$ cat config.mk
export PLATFORM = sky130hd
export DESIGN_NAME = ddr_rw_sched
export DESIGN_NICKNAME = d
export VERILOG_FILES = /design/src/rtl/ddr_rw_sched.sv
export SDC_FILE = /design/constraint.sdc
export NUM_CORES = 1
export LEC_CHECK = 0
export CORE_MARGIN = 3
export CORE_UTILIZATION = 40
export DETAILED_ROUTE_END_ITERATION = 10
export PLACE_DENSITY = 0.66
export SLEW_MARGIN = 0
export SYNTH_ARGS = -nofsm -noshare
export SYNTH_HDL_FRONTEND = slang
export SYNTH_SLANG_ARGS = --single-unit
export TNS_END_PERCENT = 20
$ cat constraint.sdc
create_clock -name clk -period 25.8 [get_ports clk]
set_input_delay 5.16 -clock clk [delete_from_list [all_inputs] [get_ports clk]]
set_output_delay 5.16 -clock clk [all_outputs]
set_load 0.02 [all_outputs]
$ cat src/rtl/ddr_rw_sched.sv
// ddr_rw_sched: single-outstanding DDR burst scheduler arbitrating between
// an AXI write master and an AXI read master. Each side walks its own
// address region burst by burst and wraps back to the region start when the
// next burst would not fit. Round-robin arbitration when both sides ask.
// Optional watchdog on the WAIT states: define SCHED_TIMEOUT_EN.
module ddr_rw_sched #(
  parameter int AW          = 30,
  parameter int LW          = 8,
  parameter int BEAT_BYTES  = 8,
  parameter int TIMEOUT_CYC = 1023
) (
  input  logic          clk,
  input  logic          rst_n,
  input  logic [AW-1:0] wr_beg_addr,
  input  logic [AW-1:0] wr_end_addr,
  input  logic [LW-1:0] wr_burst_len,
  input  logic [AW-1:0] rd_beg_addr,
  input  logic [AW-1:0] rd_end_addr,
  input  logic [LW-1:0] rd_burst_len,
  input  logic          wr_req,
  input  logic          rd_req,
  output logic          wr_start,
  output logic          rd_start,
  output logic [AW-1:0] wr_addr,
  output logic [AW-1:0] rd_addr,
  output logic [LW-1:0] wr_len,
  output logic [LW-1:0] rd_len,
  input  logic          wr_done,
  input  logic          rd_done,
  output logic          busy,
  output logic          err
);

  typedef enum logic [2:0] {IDLE, WR_ISSUE, WR_WAIT, RD_ISSUE, RD_WAIT} state_e;

  state_e        state_q, state_d;
  logic          init_q;            // low until the first edge after reset
  logic [AW-1:0] wr_addr_q, wr_addr_d, rd_addr_q, rd_addr_d;
  logic [LW-1:0] wr_len_q, wr_len_d, rd_len_q, rd_len_d;
  logic          rr_q, rr_d;        // 1: read was granted last
  logic          tmo;

  // Address after a completed burst; arithmetic one bit wider than AW so a
  // region ending at the top of the address space cannot overflow silently.
  function automatic logic [AW-1:0] next_addr(input logic [AW-1:0] addr,
                                              input logic [LW-1:0] len,
                                              input logic [AW-1:0] beg,
                                              input logic [AW-1:0] lim);
    logic [AW:0] step;
    logic [AW:0] nxt;
    step = ((AW+1)'(len) + (AW+1)'(1)) * (AW+1)'(BEAT_BYTES);
    nxt  = {1'b0, addr} + step;
    if (nxt + step - (AW+1)'(1) > {1'b0, lim}) return beg;
    return nxt[AW-1:0];
  endfunction

  // Until the first clock after reset the region start is shown directly,
  // so the reset value tracks wr/rd_beg_addr as sampled at release.
  assign wr_addr  = init_q ? wr_addr_q : wr_beg_addr;
  assign rd_addr  = init_q ? rd_addr_q : rd_beg_addr;
  assign wr_len   = wr_len_q;
  assign rd_len   = rd_len_q;
  assign wr_start = (state_q == WR_ISSUE);
  assign rd_start = (state_q == RD_ISSUE);
  assign busy     = (state_q != IDLE);

`ifdef SCHED_TIMEOUT_EN
  localparam int WDW = $clog2(TIMEOUT_CYC + 1);
  logic [WDW-1:0] wd_q, wd_d;
  logic           err_q, err_d;

  assign tmo = (wd_q == WDW'(TIMEOUT_CYC - 1));
  assign err = err_q;

  // Watchdog counts WAIT cycles; cleared whenever the FSM leaves WAIT.
  always_comb begin
    wd_d  = '0;
    err_d = 1'b0;
    if ((state_q == WR_WAIT && !wr_done) || (state_q == RD_WAIT && !rd_done)) begin
      if (tmo) err_d = 1'b1;
      else     wd_d  = wd_q + WDW'(1);
    end
  end

  // Watchdog registers.
  always_ff @(posedge clk or negedge rst_n) begin
    if (!rst_n) begin
      wd_q  <= '0;
      err_q <= 1'b0;
    end else begin
      wd_q  <= wd_d;
      err_q <= err_d;
    end
  end
`else
  logic unused_tmo_cfg;
  assign unused_tmo_cfg = ^TIMEOUT_CYC;
  assign tmo = 1'b0;
  assign err = 1'b0;
`endif

  // Next-state, arbitration and address/length update.
  always_comb begin
    state_d   = state_q;
    wr_addr_d = wr_addr;
    rd_addr_d = rd_addr;
    wr_len_d  = wr_len_q;
    rd_len_d  = rd_len_q;
    rr_d      = rr_q;
    case (state_q)
      IDLE: begin
        if (wr_req && (!rd_req || rr_q)) begin
          state_d  = WR_ISSUE;
          wr_len_d = wr_burst_len;
          rr_d     = 1'b0;
        end else if (rd_req) begin
          state_d  = RD_ISSUE;
          rd_len_d = rd_burst_len;
          rr_d     = 1'b1;
        end
      end
      WR_ISSUE: state_d = WR_WAIT;
      RD_ISSUE: state_d = RD_WAIT;
      WR_WAIT: begin
        if (wr_done) begin
          state_d   = IDLE;
          wr_addr_d = next_addr(wr_addr, wr_len_q, wr_beg_addr, wr_end_addr);
        end else if (tmo) begin
          state_d   = IDLE;
        end
      end
      RD_WAIT: begin
        if (rd_done) begin
          state_d   = IDLE;
          rd_addr_d = next_addr(rd_addr, rd_len_q, rd_beg_addr, rd_end_addr);
        end else if (tmo) begin
          state_d   = IDLE;
        end
      end
      default: state_d = IDLE;
    endcase
  end

  // State and datapath registers.
  always_ff @(posedge clk or negedge rst_n) begin
    if (!rst_n) begin
      state_q   <= IDLE;
      init_q    <= 1'b0;
      wr_addr_q <= '0;
      rd_addr_q <= '0;
      wr_len_q  <= '0;
      rd_len_q  <= '0;
      rr_q      <= 1'b1;
    end else begin
      state_q   <= state_d;
      init_q    <= 1'b1;
      wr_addr_q <= wr_addr_d;
      rd_addr_q <= rd_addr_d;
      wr_len_q  <= wr_len_d;
      rd_len_q  <= rd_len_d;
      rr_q      <= rr_d;
    end
  end

endmodule

Word level (Yosys, flattened, before mapping)
Index checks and enable logic that the tools add are counted.
{"block": "op_classes", "n_addsub": 8, "order_cmp": 2, "n_eq_ne": 7, "n_mux": 23, "n_bitwise": 1, "reduce_logical": 10}
{"cell": "two-way mux 30 bit", "n": 10}
{"cell": "adder 30 x 12 -> 31 bit", "n": 2}
{"cell": "adder 31 x 12 -> 31 bit", "n": 2}
{"cell": "> comparator 31 x 30 -> 1 bit", "n": 2}
{"cell": "subtractor 31 x 1 -> 31 bit, second input constant", "n": 2}
{"cell": "adder 8 x 1 -> 9 bit, second input constant", "n": 2}
{"cell": "case mux 3 bit (5 select lines)", "n": 1}
{"cell": "two-way mux 3 bit", "n": 4}
{"cell": "two-way mux 1 bit", "n": 8}
{"cell": "== test 3 x 2 -> 1 bit, second input constant", "n": 2}
{"cell": "AND reduction 3 bit", "n": 2}
{"cell": "!= test 2 bit, second input constant", "n": 2}
{"cell": "AND reduction 2 bit", "n": 2}
{"cell": "== test 3 x 1 -> 1 bit, second input constant", "n": 1}
{"cell": "== test 3 bit, second input constant", "n": 1}
{"cell": "logical NOT 3 bit", "n": 1}
{"cell": "!= test 3 bit, second input constant", "n": 1}
{"cell": "nonzero test 3 bit", "n": 1}
{"cell": "nonzero test 2 bit", "n": 1}
{"cell": "logical AND 1 bit", "n": 1}
{"cell": "logical NOT 1 bit", "n": 1}
{"cell": "logical OR 1 bit", "n": 1}
{"cell": "NOT 1 bit", "n": 1}
{"block": "word_totals", "register_bits": 81, "inputBits": 142, "output_inout_bits": 80, "elab_cells": 58}

Depth between registers and ports, before layout
{"block": "depth", "ltp_word": 11, "depth_mapped": 40, "depth_no_buf": 35}

Worst setup path after synthesis
No wires, ideal clock.
{"block": "synth_path", "kind": "input to register", "startpoint": "input wr_beg_addr[8]", "endpoint": "register wr_addr_q[16]", "setup_time_ps": 144, "arrival_time_ps": 11755, "required_ps": 25656, "setup_slack_ps": 13901, "stages": 32, "path_buffers": 3, "path_cell_list": "mux2_2 -> ha_1 -> o21a_1 -> o21a_1 -> a311o_1 -> a21o_1 -> a21o_1 -> clkbuf_1 -> xnor2_1 -> inv_1 -> ha_1 -> a21o_1 -> a21oi_1 -> o32ai_1 -> a2111oi_0 -> and2b_1 -> a21boi_0 -> o21bai_1 -> a21oi_1 -> xnor2_1 -> ha_1 -> a21o_1 -> a21oi_1 -> nor4bb_1 -> o41ai_1 -> o31a_1 -> a211oi_1 -> a32oi_2 -> buf_6 -> buf_4 -> o21ai_0 -> a22oi_1"}
{"block": "synth_via", "elab_chain_len": 11}
{"element": "from (decl)", "line": "14", "rtl": "input logic [AW-1:0] wr_beg_addr,"}
{"element": "two-way mux 30 bit *", "line": "59", "rtl": "assign wr_addr = init_q ? wr_addr_q : wr_beg_addr;"}
{"element": "adder 30 x 12 -> 31 bit *", "line": "52", "rtl": "nxt = {1'b0, addr} + step;"}
{"element": "adder 31 x 12 -> 31 bit", "line": "53", "rtl": "if (nxt + step - (AW+1)'(1) > {1'b0, lim}) return beg;"}
{"element": "subtractor 31 x 1 -> 31 bit", "line": "53"}
{"element": "> comparator 31 x 30 -> 1 bit", "line": "53"}
{"element": "two-way mux 1 bit", "line": "53"}
{"element": "two-way mux 1 bit", "line": "125", "rtl": "if (wr_done) begin"}
{"element": "two-way mux 1 bit", "line": "110", "rtl": "case (state_q)"}
{"element": "two-way mux 30 bit *", "line": "54", "rtl": "return nxt[AW-1:0];"}
{"element": "two-way mux 30 bit *", "line": "125"}
{"element": "two-way mux 30 bit *", "line": "110"}
{"element": "net wr_addr_d[16]", "line": "38", "rtl": "logic [AW-1:0] wr_addr_q, wr_addr_d, rd_addr_q, rd_addr_d;"}
{"element": "to (signal assigned)", "line": "157", "rtl": "wr_addr_q <= wr_addr_d;"}
{"element": "to (decl)", "line": "38"}
Mark *: on every way through the listed nets, which the timed path passes. The rest lies on a longest branch. The select of a mux whose other input is x is not followed.
A chain may end at the register's enable or synchronous reset.

Worst setup path in the final report
{"block": "layout_path", "startpoint": "input wr_beg_addr[4]", "endpoint": "register wr_addr_q[0]"}
{"block": "layout_via", "elab_chain_len": 11}
{"element": "two-way mux 30 bit", "line": "59"}
{"element": "adder 30 x 12 -> 31 bit", "line": "52"}
{"element": "adder 31 x 12 -> 31 bit", "line": "53"}
{"element": "subtractor 31 x 1 -> 31 bit", "line": "53"}
{"element": "> comparator 31 x 30 -> 1 bit", "line": "53"}
{"element": "two-way mux 1 bit", "line": "53"}
{"element": "two-way mux 1 bit", "line": "125"}
{"element": "two-way mux 1 bit", "line": "110"}
{"element": "two-way mux 30 bit", "line": "54"}
{"element": "two-way mux 30 bit", "line": "125"}
{"element": "two-way mux 30 bit", "line": "110"}
{"element": "net wr_addr_d[0]", "line": "38"}
The timed path passes the listed nets, and every way through them passes these cells. The select of a mux whose other input is x is not followed.

==> key figures <==
Cells and area
  • Synthesis-to-layout area growth: 25.5%
  • Nets: 1,895
  • Multi-input gate area: 0.00814 sq mm
  • Fill cells: 2,586
  • N_diodes: 0
  • Final instance area: 0.0139 sq mm
  • Finished Layout Cells: 1,970
  • Sequential cell area: 0.00203 sq mm
  • Layout cells sized above 1: 0.0695

Placement
  • Dpl cells: 1,954
  • I/O Buffers: 220
  • HPWL Detailed: 24,700 um
  • Area after DPL: 0.0136 sq mm
  • RePlAce Congestion: 0.935

Clock network
  • Htree depth: 3
  • Hold_buf cts: 0
  • PostCTS Resize Cnt: 0
  • Clock-pin transition on the worst setup and hold timing paths: 0.07 ns
  • Sink Count: 81
  • Clock buffer count from CTS: 9
  • Setup Buffers After CTS: 0
  • CTS tree: done
  • Clock buffer depth: 2
  • Worst-skew pair later-pin latency: 0.34 ns
  • CTS Root Cell: clkbuf_16

Synthesis
  • Sequential fraction of the synthesis area: 0.183
  • Yosys warns: 0
  • Library cells used by synthesis: 80
  • Syn Nets: 1,690
  • Synth Flop Type: dfrtp_1
  • Cell Area, Synth: 0.0111 sq mm
  • Syn_area_per_cell: 8.00 sq um
  • Flop and latch count out of synthesis: 81
  • Post-synth EDFFs: 0
  • Async set-or-reset flop fraction in the synthesized netlist: 1.00
  • Mapped Cells: 1,388

Worst hold path
  • Worst Hold Class: reg2reg
  • Hold depth: 2
  • Hold Startpoint: rr_q$_DFFE_PN1P_
  • Hold path endpoint: rr_q$_DFFE_PN1P_

Die
  • Rows: 60
  • DIE WIDTH: 173 um
  • Die area: 0.0298 sq mm
  • Initial core utilization: 0.410
  • Die Y: 173 um
  • Num ports: 222
  • Core Footprint: 0.0271 sq mm

Detailed routing
  • Detailed Route Iter0 Violations: 481
  • DR pass1 iterations: 5
  • Via density: 5.19
  • Final WL: 30,500 um
  • DRC violations left: 0
  • Vias: 10,200
  • Drt wl/cell: 15.5 um
  • Routed Antenna Nets: 0

Worst setup path
  • Worst setup SP type: input port
  • CP endpoint kind: register
  • Reg2Reg Launch Point: init_q$_DFF_PN0_
  • R2R Setup Slk: 16.86 ns
  • Max stage delay cell, worst path: a2111oi_0
  • R2r endpoint: rd_addr_q[1]$_DFF_PN0_
  • Reg2reg path depth: 33
  • Crit path arrival time: 13.45 ns
  • Req. time, crit path: 26.03 ns
  • Max incr delay on CP: 0.81 ns
  • Critical path type: in2reg
  • Critical path peak fanout: 48

STA
  • Clk_skew: 0.0105 ns
  • Worst hold margin: 0.530 ns
  • Setup-failing EPs final: 0
  • Slew of the pin with the lowest slew margin: 0.950 ns
  • Max transition margin: 0.350
  • Fin crit share: 0.512
  • Fin Setup TNS: 0 ns
  • Final Hold Viols: 0
  • Fin. max-slew vios: 0
  • RSZ-0062 raised after global routing: no
  • FMAX: 75.6 MHz
  • Post-route minimum period: 13.22 ns

GRT
  • Vias in the first global route: 9,889
  • Grt total ovfl: 0
  • First-pass GRT wire length: 49,600 um
  • Largest net degree at the start of global routing: 56
  • Gr usage total: 0.199
  • Initial antenna violation count: 0

Run status
  • Status: complete, no violations

Job
  • Max_cap viols: 0
==> layout make-up <==
type                       instances  share of cell area
timing repair buffer             226               0.161
clock buffer                      11              0.0174
clock inverter                     5             0.00404
multi-input combinational       1072               0.584
sequential                        81               0.146
inverter                         203              0.0546
tap                              372              0.0334
==> layer usage <==
layer,share of wire,global-route usage
met1,0.45,0.253
met2,0.50,0.353
met5,0,0
met3,0.039,0.0261
met4,0.019,0.0561
==> synth_stat cells, types with 3 or more instances <==
master,instances,area [sq um]
a21boi_0,4,30.0
buf_4,6,45.0
nand3b_1,3,22.5
mux2_2,61,687
and2_1,5,31.3
a211o_1,4,35.0
o211ai_1,9,67.6
buf_6,5,56.3
o21bai_1,14,105
o21ai_0,52,260
a22oi_1,7,52.6
nand2b_1,12,75.1
nand2_1,68,255
nand3_1,34,170
mux2_1,3,33.8
a221oi_2,5,75.1
clkbuf_1,17,63.8
nand4_1,16,100
nor2b_1,13,81.3
o21a_1,26,195
and3_1,12,75.1
inv_1,202,758
nor3_1,26,130
xnor2_1,73,639
a31oi_1,7,43.8
fa_1,4,80.1
nor4_1,7,43.8
xor2_1,34,298
or2_2,8,50.1
a31o_2,3,26.3
a211oi_1,14,105
mux2i_1,52,521
a21oi_1,120,601
nor2_1,129,484
a221oi_1,3,26.3
a21o_1,36,270
dfrtp_1,80,2000
ha_1,156,1950
==> registers in the layout (all words and copies together), names as in the netlist <==
register,count
rr_q,1
state_q,3
wr_len,8
init_q,1
rd_len,8
rd_addr_q,30
wr_addr_q,30
==> worst max-delay path: cells and delay by family <==
family / cells / cell delay, ns
buffers and inverters: 3 / 0.85
multiplexers: 2 / 0.59
AO/OA/AOI/OAI: 15 / 3.91
XOR/XNOR: 2 / 0.49
adder cells (fa/ha/maj): 3 / 0.98
AND/OR/NAND/NOR: 8 / 1.43
==> cells by family (layout without fill, tap and decap cells) <==
logic type / Yosys count / after routing / synth area share
AND/OR/NAND/NOR: 354 / 354 / 0.155
flip-flops: 81 / 81 / 0.183
XOR/XNOR: 107 / 107 / 0.0844
multiplexers: 116 / 116 / 0.112
buffers and inverters: 235 / 445 / 0.0879
AO/OA/AOI/OAI: 333 / 333 / 0.195
other: 2 / 2 / 0.000676
adder cells (fa/ha/maj): 160 / 160 / 0.183
==> cells in the final DEF (no fill, tap or decap), types with 8 or more instances in the layout <==
cell type,n
inv_1,202
o21bai_1,14
clkdlybuf4s50_1,219
a211oi_1,14
o21ai_0,52
xnor2_1,73
a21o_1,36
nand2_1,68
nor2b_1,13
o211ai_1,9
mux2_2,61
xor2_1,34
clkbuf_16,9
o21a_1,26
ha_1,156
mux2i_1,51
or2_2,8
nor2_1,129
nand4_1,16
nand3_1,34
nand2b_1,12
a21oi_1,120
nor3_1,26
dfrtp_1,79
and3_1,12
==> how the worst max path moves through the flow <==
stage / cells after the start / slack (ns) / end / from
after global placement: 33 / 12.45 / wr_addr_q[0]$_DFF_PN0_ / wr_beg_addr[4]
final: 33 / 12.58 / wr_addr_q[0]$_DFF_PN0_ / wr_beg_addr[4]
after floorplan: 32 / 13.90 / wr_addr_q[16]$_DFF_PN0_ / wr_beg_addr[8]
after CTS: 33 / 12.65 / wr_addr_q[1]$_DFF_PN0_ / wr_beg_addr[4]
after detailed placement: 33 / 12.29 / wr_addr_q[0]$_DFF_PN0_ / wr_beg_addr[4]
after global routing: 33 / 11.84 / wr_addr_q[12]$_DFF_PN0_ / wr_beg_addr[3]
==> stage by stage <==
step	utilization	worst slack [ns]
detailed placement	0.504	12.29
finish	0.515	12.58
floorplan	-	13.90
global placement	0.504	12.45
global route	0.515	11.84
CTS	0.515	12.65
Power is left out: the tool's default activity adds up to more than one toggle a clock period on the data nets, which glitch-free logic cannot reach.
